<file path="src/rtl/wb_port_arbiter.sv">
// Register-file write-port arbiter: in-order pipeline writeback vs. queued MDU results.
// Optional starvation guard compiled in with `define WB_ARB_STARVE_GUARD_EN.
module wb_port_arbiter #(
   parameter int DEPTH        = 2,
   parameter int STARVE_LIMIT = 4
) (
   input  logic        clk,
   input  logic        reset,
   input  logic        pipe_valid,
   input  logic [4:0]  pipe_wa,
   input  logic [63:0] pipe_wd,
   input  logic        mdu_valid,
   input  logic [4:0]  mdu_wa,
   input  logic [63:0] mdu_wd,
   output logic        mdu_ready,
   output logic        pipe_stall,
   output logic        pending,
   output logic [4:0]  wa,
   output logic [63:0] wd,
   output logic        wvalid
);

   localparam int AW = (DEPTH > 1) ? $clog2(DEPTH) : 1;
   localparam int CW = $clog2(DEPTH + 1);

   logic [4:0]    fifo_wa [DEPTH];
   logic [63:0]   fifo_wd [DEPTH];
   logic [AW-1:0] rd_ptr;
   logic [AW-1:0] wr_ptr;
   logic [CW-1:0] count;

   logic pipe_req;
   logic fifo_nonempty;
   logic guard_fire;
   logic pipe_grant;
   logic fifo_grant;
   logic push;
   logic pop;

   assign pipe_req      = pipe_valid && (pipe_wa != 5'd0);
   assign fifo_nonempty = (count != '0);
   assign mdu_ready     = (count != CW'(DEPTH));
   assign pending       = fifo_nonempty;

   // x0 results complete the handshake but are dropped
   assign push = mdu_valid && mdu_ready && (mdu_wa != 5'd0);

   assign pipe_grant = pipe_req && !guard_fire;
   assign fifo_grant = fifo_nonempty && (guard_fire || !pipe_req);
   assign pop        = fifo_grant;
   assign pipe_stall = guard_fire;

`ifdef WB_ARB_STARVE_GUARD_EN
   localparam int SW = $clog2(STARVE_LIMIT + 1);
   logic [SW-1:0] starve_cnt;

   always_ff @(posedge clk or posedge reset) begin
      if (reset) begin
         starve_cnt <= '0;
      end else if (!fifo_nonempty || fifo_grant) begin
         starve_cnt <= '0;
      end else if (pipe_grant && (starve_cnt != SW'(STARVE_LIMIT))) begin
         starve_cnt <= starve_cnt + SW'(1);
      end
   end

   assign guard_fire = fifo_nonempty && (starve_cnt == SW'(STARVE_LIMIT));
`else
   assign guard_fire = 1'b0;
`endif

   always_comb begin
      wvalid = 1'b0;
      wa     = 5'd0;
      wd     = 64'd0;
      if (pipe_grant) begin
         wvalid = 1'b1;
         wa     = pipe_wa;
         wd     = pipe_wd;
      end else if (fifo_grant) begin
         wvalid = 1'b1;
         wa     = fifo_wa[rd_ptr];
         wd     = fifo_wd[rd_ptr];
      end
   end

   // Queue storage is data only; validity is tracked by count
   always_ff @(posedge clk) begin
      if (push) begin
         fifo_wa[wr_ptr] <= mdu_wa;
         fifo_wd[wr_ptr] <= mdu_wd;
      end
   end

   always_ff @(posedge clk or posedge reset) begin
      if (reset) begin
         rd_ptr <= '0;
         wr_ptr <= '0;
         count  <= '0;
      end else begin
         if (push) wr_ptr <= wr_ptr + AW'(1);
         if (pop)  rd_ptr <= rd_ptr + AW'(1);
         case ({push, pop})
            2'b10:   count <= count + CW'(1);
            2'b01:   count <= count - CW'(1);
            default: count <= count;
         endcase
      end
   end

endmodule
</file>
<file path="config.mk">
export PLATFORM = sky130hd
export DESIGN_NAME = wb_port_arbiter
export DESIGN_NICKNAME = d
export VERILOG_FILES = /design/src/rtl/wb_port_arbiter.sv
export SDC_FILE = /design/constraint.sdc
export NUM_CORES = 1
export LEC_CHECK = 0
export ABC_AREA = 1
export CORE_MARGIN = 3
export CORE_UTILIZATION = 53
export CTS_BUF_LIST = sky130_fd_sc_hd__clkbuf_4 sky130_fd_sc_hd__clkbuf_8
export DETAILED_ROUTE_END_ITERATION = 8
export DONT_BUFFER_PORTS = 1
export PLACE_DENSITY = 0.69
export SYNTH_ARGS = -nofsm -noshare
export SYNTH_HDL_FRONTEND = slang
export SYNTH_SLANG_ARGS = --single-unit
export TNS_END_PERCENT = 20
</file>
<file path="constraint.sdc">
create_clock -name clk -period 7.3 [get_ports clk]
set_input_delay 0 -clock clk [delete_from_list [all_inputs] [get_ports clk]]
set_output_delay 0 -clock clk [all_outputs]
set_load 0.02 [all_outputs]
</file>
### Yosys cells after proc, flatten, opt, wreduce, memory -nomap -nowiden

Memory sizes are Yosys's and may differ from the RTL's.
Cells that the tools add are included.

* add/sub/neg operators: 4
* equality and inequality tests: 3
* muxes and demuxes: 9
* reduce and logical (&&, ||, !) cells: 9

Operator list (number)
* $mux 64: 2
* $mux 5: 2
* $reduce_bool 5->1: 2
* $logic_and 1x1->1: 4
* $mux 1: 4
* $pmux 2 s2: 1
* $reduce_bool 2->1: 2
* $add 1x1->1 const B: 2
* $add 2x1->2 const B: 1
* $eq 2x1->1 const B: 1
* $eq 2x2->1 const B: 1
* $ne 2x2->1 const B: 1
* $sub 2x1->2 const B: 1
* $logic_not 1->1: 1

* bits in registers: 4
* bits in writable memories: 138
* input port bits: 142
* output and inout bits: 73
* word-level logic and storage cells: 30
* memories kept: 2

Memory list
* fifo_wd: depth 2, width 64, rd ports 1, clocked after memory_dff 0, write ports 1, RTL line 27 `logic [63:0] fifo_wd [DEPTH];`
* fifo_wa: depth 2, width 5, rd ports 1, clocked after memory_dff 0, write ports 1, RTL line 26 `logic [4:0] fifo_wa [DEPTH];`

### Longest topological paths before layout

* depth in word-level cells: 6
* depth in mapped cells: 9
* gate-level depth less buffers: 9

### Worst setup path after synthesis

OpenSTA, ideal clock, no wires.

* path kind: register -> register
* start: register count[0]
* end: memory fifo_wa[1][0] (enable)
* data arrival time: 3642 ps
* data required time: 6804 ps
* path slack: 3161 ps
* stages on the path, launching flop included: 5
* path buffers: 0
* period minus slack after synthesis: 4139 ps
* cell sequence: dfrtp_1 -> inv_2 -> a21boi_0 -> nand2_1 -> nor2_1

* longest elaborated chain between the ends: 5

RTL lines
* start, declared: RTL line 30 `logic [CW-1:0] count;`
* start signal, assigned: RTL line 104 `2'b10: count <= count + CW'(1);`
* start signal, assigned: RTL line 105 `2'b01: count <= count - CW'(1);`
* start signal, assigned: RTL line 106 `default: count <= count;`
* $ne 2x2->1: RTL line 42 `assign mdu_ready = (count != CW'(DEPTH));`
* $logic_and 1x1->1 (2 in a row): RTL line 46 `assign push = mdu_valid && mdu_ready && (mdu_wa != 5'd0);`
* $mux 1: RTL line 89 `if (push) begin`
* $mux 1 (implied by the code): RTL line 90 `fifo_wa[wr_ptr] <= mdu_wa;`
* end, declared: RTL line 26

No other way between the ends.

### Worst setup path after layout

* start: register count[0]
* end: memory fifo_wd[1][6] (enable)

* longest elaborated chain between the ends: 5

RTL lines
* $ne 2x2->1: RTL line 42
* $logic_and 1x1->1 (2 in a row): RTL line 46
* $mux 1: RTL line 89
* $mux 1 (implied by the code): RTL line 91 `fifo_wd[wr_ptr] <= mdu_wd;`
* end, declared: RTL line 27

No other way between the ends.

==> impl_metrics.tcl <==
set metrics [dict create \
    power_report.internal_total_uw 1694 \
    cts_inserted_buffers 17 \
    power.combinational.fraction_pct 33.5 \
    required_ns 7.36 \
    cts-hold-fix-buffers 74 \
    grt_start_max_net_pins 72 \
    hold_class "primary input to flip-flop" \
    setup.worst_path.class "flip-flop to flip-flop" \
    synthDistinctLibCells 20 \
    syn-mean-instance-area_um2 9.968 \
    post_cts_repair_resize_count 0 \
    initialDrtViolationCount 200 \
    crit_buf_inv 2 \
    setup_fix_buffers_added_after_clock_tree_synthesis 0 \
    finalWeightedCongestion 0.7576 \
    finalWirelength_um 13520 \
    clockPowerShare_pct 24.3 \
    seq_area_frac_synth_pct 67.80 \
    worst_setup_path_start_kind "flip-flop" \
    most_common_flop_cell_mapped_by_yosys "edfxtp_1" \
    yosys_warnings 0 \
    groute.usage.overall_pct 21.26 \
    core.rowCount 39 \
    detail_route.wl_per_cell_um 15.98 \
    postSynthRegisterBits 142 \
    run_status "finished clean" \
    synth_edf_count 138 \
    cp_cell_sequence "inv_2 > a21boi_0 > nand2_1 > nor2_4 > buf_4" \
    post_drt_via_cell_ratio 5.245 \
    synth_nets 771 \
    grt_antenna_before_repair 0 \
    layout-drive-gt1-share_pct 6.259 \
    p_per_area_mw_per_mm2 365.5 \
    final.min_clock_period_ns 2.382 \
    post-synth-top-area-fraction_pct 66.20 \
    clock_latency_ns 0.43 \
    tns_ns 0 \
    async_reset_ff_share_pct 2.817 \
    crit_family "buffers and inverters" \
    root_buffer "clkbuf_8" \
    cp.arrival_ns 2.44 \
    setup-violations-final 0 \
    firstDrtPassIters 5 \
    routed-via-count 4437 \
    detail_route.drc_violations 0 \
    cell_with_the_largest_stage_delay_on_the_worst_path "buf_4" \
    worst_slew_margin_rel_pct 28.22 \
    detailed_place_hpwl_um 7874 \
    floorplan.initialDensity_pct 54.59 \
    synth_commonest_cells "nand2_1 (354), edfxtp_1 (138), nand3_1 (73)" \
    post_synth_instance_area_mm2 0.006260 \
    clock_tree.htree_level_count 4 \
    tritoncts "yes" \
    max_root_sink_buffers 2 \
    worst_slew_pin_slew_ns 1.075 \
    place.port_buffers 0 \
    fmaxAchievable_mhz 419.8 \
    skew_ns 0.009869 \
    fin_util_pct 65.01 \
    synth.top_cells.by_area "edfxtp_1 (66%), nand2_1 (21%), nand3_1 (5.8%)" \
    coreArea_mm2 0.01147 \
    final_max_slew_viol_count 0 \
    dieArea_mm2 0.01315 \
    rsz0062_at_grt "no" \
    critPathCaptureType "flip-flop" \
    die-width_um 114.7 \
    syn_inst 628 \
    cp_max_fo 56 \
    synth_most_common_cell "nand2_1" \
    timing_hold_violations_final 0 \
    timing.reg2reg.setup_slack_ns 4.92 \
    ant_nets 0 \
    slowest_delay_ns 0.67 \
    sequentialPowerShare_pct 42.2 \
    maximum_resistive_drop_on_vdd_v 0.0002645 \
    synth_area_leader_cell "edfxtp_1" \
    die_y_um 114.7 \
    floorplan.io_pins 215 \
    clk_pin_slew_ns 0.08 \
    power.net_switching_uw 1031 \
    grt.overflow.total 0 \
    fin_crit_sh_pct 32.63 \
    post-layout-total-power_uw 2725 \
    grt_pass1_vias 4410 \
    synthToLayoutAreaGrowth_pct 19.09 \
    antenna_cells_inserted 0 \
    grt_first_pass_wirelength_um 21440 \
    nets 833 \
    power.switching_fraction_pct 37.82 \
    total_leakage_power_uw 0.003174 \
    max_cap_viol_count 0 \
    numClockSinks 142 \
]
==> power by group through the flow <==
stage | logic, µW | registers, µW | clock network (µW)
floorplan | 725 | 1170 | 0
global placement | 875 | 1160 | 0
detailed placement | 888 | 1170 | 0
CTS | 929 | 1150 | 676
global route | 1030 | 1160 | 717
finish | 914 | 1150 | 662
==> worst min-delay path, delay by kind of cell <==
| kind | cells | cell delay (ns) |
|---|---|---|
| buffers and inverters | 1 | 0.02 |
| and+or+nand+nor | 5 | 0.43 |
==> worst paths after layout <==
check                            from       endpoint  cells past startpoint
hold reg to reg                wr_ptr         wr_ptr                      2
min in group asynchronous       reset         wr_ptr                      3
setup reg to reg             count[0]  fifo_wd[1][6]                      5
setup / recovery             count[0]  fifo_wd[1][6]                      5
max in group asynchronous       reset         rd_ptr                      3
hold / removal             pipe_wa[0]         rd_ptr                      6
==> per-layer routing <==
metal | share of wire [%] | global-route usage [%] | vias to the layer above | wire (µm)
met5 | 0 | 0 | - | 0
met4 | 0.98 | 7.680 | 0 | 133
met3 | 8.0 | 5.761 | 11 | 1087
met2 | 51 | 36.09 | 183 | 6880
met1 | 40 | 26.12 | 2053 | 5415
li1 | - | - | 2190 | -
==> sequential cells by signal, summed over array words and instances (netlist names) <==
| name | cells |
|---|---|
| fifo_wa | 10 |
| rd_ptr | 1 |
| fifo_wd | 128 |
| wr_ptr | 1 |
| count | 2 |
==> through the flow <==
stage | instances | instance area, µm² | worst slack [ns] | hold WS (ns)
after global routing | 846 | 7455 | 4.664 | 0.1012
after floorplan | 628 | 6260 | 3.161 | -0.2339
after detailed placement | 740 | 6285 | 4.918 | -0.2017
after global placement | 740 | 6285 | 4.992 | -0.2034
after CTS | 846 | 7455 | 4.896 | 0.02630
final | 846 | 7455 | 4.918 | 0.05724
==> placed cells by master (no fill, tap or decap), drive strengths merged <==
| master | Yosys | layout |
|---|---|---|
| o21ai | 1 | 1 |
| buf | 30 | 6 |
| clkinv | 0 | 7 |
| clkinvlp | 0 | 3 |
| nor2 | 4 | 4 |
| ha | 1 | 1 |
| bufinv | 0 | 4 |
| nor3 | 1 | 1 |
| conb | 1 | 1 |
| a21oi | 1 | 1 |
| edfxtp | 138 | 138 |
| clkbuf | 7 | 17 |
| dlygate4sd3 | 0 | 74 |
| xnor2 | 1 | 1 |
| inv | 9 | 10 |
| xor2 | 1 | 1 |
| dfrtp | 4 | 4 |
| nand3 | 73 | 73 |
| a21boi | 1 | 1 |
| nand2 | 355 | 355 |
==> area by class of cell <==
| type | count | area [µm²] |
|---|---|---|
| Sequential cell | 142 | 4245 |
| Fill cell | 892 | 4013 |
| Multi-Input combinational cell | 440 | 1782 |
| Timing Repair Buffer | 80 | 785.8 |
| Clock buffer | 17 | 234.0 |
| Clock inverter | 15 | 195.2 |
| Tap cell | 143 | 178.9 |
| Inverter | 9 | 33.78 |
==> cell families (layout without fill, tap and decap cells) <==
logic type | count (synthesis) | in the layout | share of synthesized area (%)
AO/OA/AOI/OAI | 3 | 3 | 0.2797
buffers and inverters | 46 | 121 | 3.898
flip-flops | 142 | 142 | 67.80
adder cells (fa/ha/maj) | 1 | 1 | 0.1998
other | 1 | 1 | 0.05991
AND/OR/NAND/NOR | 433 | 433 | 27.48
XOR/XNOR | 2 | 2 | 0.2799
Power figures use the tool's default switching activity.
